==> src/rtl/fal6567_fb_arbiter.sv <==
// Frame-buffer RAM arbiter: display reads, buffered capture writes,
// and a background frame-clear engine share one single-port RAM.
module fal6567_fb_arbiter #(
    parameter int AW         = 18,
    parameter int FIFO_DEPTH = 4,
    parameter int CLR_LAST   = 137215
) (
    input  logic          clk33,
    input  logic          rst,
    input  logic          wr_req,
    input  logic [AW-1:0] wr_adr,
    input  logic [3:0]    wr_dat,
    input  logic          rd_req,
    input  logic [AW-1:0] rd_adr,
    output logic [3:0]    rd_dat,
    output logic          rd_vld,
    input  logic          clr_req,
    input  logic [3:0]    clr_color,
    output logic          clr_busy,
    output logic          ovf,
    input  logic          ovf_clr,
    output logic          mem_ce,
    output logic          mem_we,
    output logic [AW-1:0] mem_adr,
    output logic [3:0]    mem_dat_o,
    input  logic [3:0]    mem_dat_i
);

    localparam int PW = $clog2(FIFO_DEPTH);
    localparam logic [AW-1:0] LAST_A = AW'(CLR_LAST);

    typedef enum logic {
        IDLE,
        CLEAR
    } clr_state_t;

    clr_state_t    state;
    logic [AW-1:0] clr_cnt;
    logic [3:0]    clr_col;

    logic [AW-1:0] fifo_adr [FIFO_DEPTH];
    logic [3:0]    fifo_dat [FIFO_DEPTH];
    logic [PW:0]   wp;
    logic [PW:0]   rp;

    logic fifo_empty;
    logic fifo_full;
    logic pop;
    logic push;
    logic drop;
    logic clr_grant;
    logic rd_s2;

    // The extra pointer bit tells full from empty when indices match.
    assign fifo_empty = (wp == rp);
    assign fifo_full  = (wp[PW] != rp[PW]) &&
                        (wp[PW-1:0] == rp[PW-1:0]);

    // Reads always win; the FIFO gets the slot before the clear engine.
    assign pop       = !rd_req && !fifo_empty;
    assign push      = wr_req && (!fifo_full || pop);
    assign drop      = wr_req && fifo_full && !pop;
    assign clr_grant = !rd_req && fifo_empty && clr_busy;

    // Capture write FIFO storage (contents need no reset).
    always_ff @(posedge clk33) begin
        if (push) begin
            fifo_adr[wp[PW-1:0]] <= wr_adr;
            fifo_dat[wp[PW-1:0]] <= wr_dat;
        end
    end

    // FIFO pointers advance on push and pop independently.
    always_ff @(posedge clk33) begin
        if (rst) begin
            wp <= '0;
            rp <= '0;
        end else begin
            if (push)
                wp <= wp + 1'b1;
            if (pop)
                rp <= rp + 1'b1;
        end
    end

    // Sticky overflow; a new drop beats a simultaneous clear.
    always_ff @(posedge clk33) begin
        if (rst)
            ovf <= 1'b0;
        else if (drop)
            ovf <= 1'b1;
        else if (ovf_clr)
            ovf <= 1'b0;
    end

    // Clear engine: walks 0..CLR_LAST using leftover slots.
    always_ff @(posedge clk33) begin
        if (rst) begin
            state    <= IDLE;
            clr_busy <= 1'b0;
            clr_cnt  <= '0;
            clr_col  <= '0;
        end else begin
            unique case (state)
                IDLE: begin
                    if (clr_req) begin
                        clr_col  <= clr_color;
                        clr_cnt  <= '0;
                        clr_busy <= 1'b1;
                        state    <= CLEAR;
                    end
                end
                CLEAR: begin
                    if (clr_grant) begin
                        if (clr_cnt == LAST_A) begin
                            clr_busy <= 1'b0;
                            state    <= IDLE;
                        end else begin
                            clr_cnt <= clr_cnt + 1'b1;
                        end
                    end
                end
                default: begin
                    state    <= IDLE;
                    clr_busy <= 1'b0;
                end
            endcase
        end
    end

    // Registered RAM slot: one access per cycle by fixed priority.
    always_ff @(posedge clk33) begin
        if (rst) begin
            mem_ce    <= 1'b0;
            mem_we    <= 1'b0;
            mem_adr   <= '0;
            mem_dat_o <= '0;
        end else if (rd_req) begin
            mem_ce    <= 1'b1;
            mem_we    <= 1'b0;
            mem_adr   <= rd_adr;
            mem_dat_o <= '0;
        end else if (!fifo_empty) begin
            mem_ce    <= 1'b1;
            mem_we    <= 1'b1;
            mem_adr   <= fifo_adr[rp[PW-1:0]];
            mem_dat_o <= fifo_dat[rp[PW-1:0]];
        end else if (clr_busy) begin
            mem_ce    <= 1'b1;
            mem_we    <= 1'b1;
            mem_adr   <= clr_cnt;
            mem_dat_o <= clr_col;
        end else begin
            mem_ce    <= 1'b0;
            mem_we    <= 1'b0;
        end
    end

    // Read return: RAM data lands one edge after the access cycle,
    // then is registered here, giving a fixed 2-edge latency.
    always_ff @(posedge clk33) begin
        if (rst) begin
            rd_s2  <= 1'b0;
            rd_vld <= 1'b0;
            rd_dat <= '0;
        end else begin
            rd_s2  <= mem_ce && !mem_we;
            rd_vld <= rd_s2;
            if (rd_s2)
                rd_dat <= mem_dat_i;
        end
    end

endmodule

==> config.mk <==
export PLATFORM = sky130hd
export DESIGN_NAME = fal6567_fb_arbiter
export DESIGN_NICKNAME = d
export VERILOG_FILES = /design/src/rtl/fal6567_fb_arbiter.sv
export SDC_FILE = /design/constraint.sdc
export NUM_CORES = 1
export LEC_CHECK = 0
export ABC_AREA = 0
export BUFFER_PORTS_ARGS = -buffer_cell sky130_fd_sc_hd__buf_2
export CAP_MARGIN = 20
export CELL_PAD_IN_SITES_DETAIL_PLACEMENT = 1
export CELL_PAD_IN_SITES_GLOBAL_PLACEMENT = 2
export CORE_ASPECT_RATIO = 1.4
export CORE_MARGIN = 5
export CORE_UTILIZATION = 35
export CTS_CLUSTER_SIZE = 8
export DETAILED_ROUTE_END_ITERATION = 7
export PLACE_DENSITY = 0.77
export SYNTH_ARGS = -nofsm -noshare
export SYNTH_HDL_FRONTEND = slang
export SYNTH_SLANG_ARGS = --single-unit
export TNS_END_PERCENT = 30
==> constraint.sdc <==
create_clock -name clk33 -period 2.24 [get_ports clk33]
set_input_delay 0.56 -clock clk33 [delete_from_list [all_inputs] [get_ports clk33]]
set_output_delay 0.56 -clock clk33 [all_outputs]
set_load 0.05 [all_outputs]
==> results.json <==
{
  "synth-seq-area-share": 0.616,
  "crit_fanout": 12,
  "n_fill_cell": 1921,
  "syn_area_um2": 6330,
  "antenna_found_initial": 0,
  "fin_area_um2": 7790,
  "grt_setup_unrepaired": "no",
  "ir_worst_vdd_mv": 0.491,
  "die_area_um2": 20900,
  "row_count": 58,
  "drtAntennaViolNets": 0,
  "hold_viol": 0,
  "cts_made_buffers": 17,
  "cp-end-kind": "flop",
  "fin_cells": 838,
  "outcome": "complete, no violations",
  "relSlewSlack": 0.577,
  "grt.total_usage": 0.163,
  "postCtsHoldBufs": 0,
  "ys_warn_count": 0,
  "synth_nets": 546,
  "cts_root_buf": "clkbuf_16",
  "grt_pass1_wl_um": 26100,
  "first_iter_violations": 181,
  "wl_per_cell_um": 19.3,
  "clk_pin_slew_ns": 0.07,
  "initial_core_util": 0.353,
  "via_per_inst": 5.25,
  "synth_edf_count": 88,
  "worst-setup-path-type": "reg2reg",
  "drive_above_1_share": 0.298,
  "syn_avg_cell_area_um2": 13.0,
  "area_growth_pct": 23.0,
  "fin_crit_sh": 0.955,
  "htreeDepth": 4,
  "drv_slew": 0,
  "synthArstFlopShare": 0,
  "port_buffers": 84,
  "crit_buf_inv": 1,
  "power_density_nw_per_um2": 964,
  "hold_class": "in2reg",
  "overflow": 0,
  "critPathLaunchType": "flop",
  "fmaxAchievable_ghz": 0.468,
  "synthCells": 486,
  "clk_latency_ns": 0.43,
  "core-area_um2": 17900,
  "cpMaxStageDelayCell": "or3_1",
  "clock_path_buffers": 2,
  "final.min_clock_period_ns": 2.14,
  "synthDominantCellAreaShare": 0.417,
  "cts_tree": "built",
  "fin_setup_tns_ns": 0,
  "synth_cell_types": 51,
  "yosys.cell_count.top_type": "edfxtp_1",
  "gp_congestion": 0.846,
  "fin_nets": 645,
  "fin_skew_ns": 0.0121,
  "synth_common_cells": "edfxtp_1 (88), dfxtp_1 (63), nand2_1 (36)",
  "maxCapViolCount": 0,
  "worstPathRequired_ns": 2.58,
  "worst_pin_slew_ns": 0.626,
  "cp_top_family": "compound AO/OA/AOI/OAI gates",
  "grt_pass1_vias": 4824,
  "ys_dominant_reg_cell": "edfxtp_1",
  "cts_setup_buffers": 0,
  "cts.sinks": 151,
  "diodes": 0,
  "dpl_cell_area_um2": 7200,
  "grt_max_degree": 44,
  "dp_cells": 806,
  "leakage_nw": 2.78,
  "critPathMaxStageDelay_ns": 0.47,
  "fin_total_pwr_w": 0.00751,
  "vias": 4398,
  "die_w_um": 124,
  "die_h_um": 169,
  "drt-total-wl_um": 16200,
  "cp.arrival_ns": 2.48,
  "setup_viol": 0,
  "dr.pass1.iters": 4,
  "ios": 85,
  "drc": 0,
  "synthTopCellsByArea": "edfxtp_1 (42%), dfxtp_1 (20%), mux4_2 (7.8%), a221oi_1 (2.9%), o211ai_1 (2.7%)",
  "yosysTopAreaCell": "edfxtp_1",
  "cp_cell_sequence": "nand4_2 -> or3_1 -> buf_4 -> o21a_4 -> a31o_1 -> a311oi_1",
  "hpwlAfterDp_um": 11500,
  "ys_ff_latch": 151
}
## cell usage in the layout (no fill, tap or decap), types with 8 or more instances in the layout
cell	Yosys	routed
mux4_2	22	22
buf_4	2	24
inv_1	31	31
nand3_1	19	19
clkbuf_16	0	17
a21oi_1	13	13
nand2_1	36	36
edfxtp_1	88	88
a221oi_1	21	21
buf_2	7	84
mux2i_1	8	8
o211ai_1	23	23
dfxtp_1	63	62
nand3b_1	17	17
nor2_1	24	24
## kinds of logic after synthesis
family	count (synthesis)	share of synthesized area
AND/OR/NAND/NOR	129	0.107
multiplexers	30	0.0909
flip-flops	151	0.616
XOR/XNOR	9	0.0124
buffers and inverters	66	0.0468
adder cells (fa/ha/maj)	6	0.0119
AO/OA/AOI/OAI	95	0.115
## timing repair
action | in CTS | in global routing
gates resized for setup | 1 | 1
pin swaps | 0 | 1
endpoints found under the setup margin | 1 | 1
## power by group
part	switching, W	leakage [nW]	internal (W)
clock	0.00128	0.276	0.00157
sequential	0.0000875	1.32	0.00312
combinational	0.000917	1.18	0.000537
## per-stage QoR
stage	utilization	hold slack, ns	worst slack [ns]
after floorplan	-	0.436	0.0747
after global placement	0.402	0.417	0.147
after detailed placement	0.402	0.412	0.00917
after CTS	0.435	0.332	0.102
after global routing	0.435	0.333	0.00457
final	0.435	0.346	0.101
## area by class of cell
class / instances / area, um^2 / share of cell area
repair buffers: 115 / 741 / 0.0951
flip-flops and latches: 151 / 3910 / 0.501
well taps: 240 / 300 / 0.0385
inverters: 31 / 116 / 0.0149
multi-input cells: 269 / 2150 / 0.275
clock inverters: 15 / 159 / 0.0204
clock buffers: 17 / 425 / 0.0546
## metal layers
layer,up-vias,wire (um),share of wire,global-route usage
met5,-,0,0,0
li1,2060,-,-,-
met4,0,370,0.023,0.0660
met3,22,603,0.037,0.0313
met1,2224,6630,0.41,0.199
met2,92,8580,0.53,0.282
## sequential cells by signal (all words and copies together), names as in the netlist, named ones only
name / cells
fifo_adr: 72
clr_cnt: 18
mem_adr: 18
fifo_dat: 16
clr_col: 4
mem_dat_o: 4
rd_dat: 4
rp: 3
wp: 3
clr_busy: 1
mem_ce: 1
mem_we: 1
ovf: 1
rd_s2: 1
rd_vld: 1
state: 1
## path summary, 6_finish.rpt
kind	cells after the start	startpoint	to	slack, ns
setup / recovery	6	clr_cnt[9]	clr_cnt[13]	0.10
hold / removal	1	wr_adr[7]	fifo_adr[3][7]	0.35
setup reg to reg	6	clr_cnt[9]	clr_cnt[13]	0.10
hold reg to reg	1	mem_we	rd_s2	0.41
No activity file was read; power rests on OpenSTA's default activity.
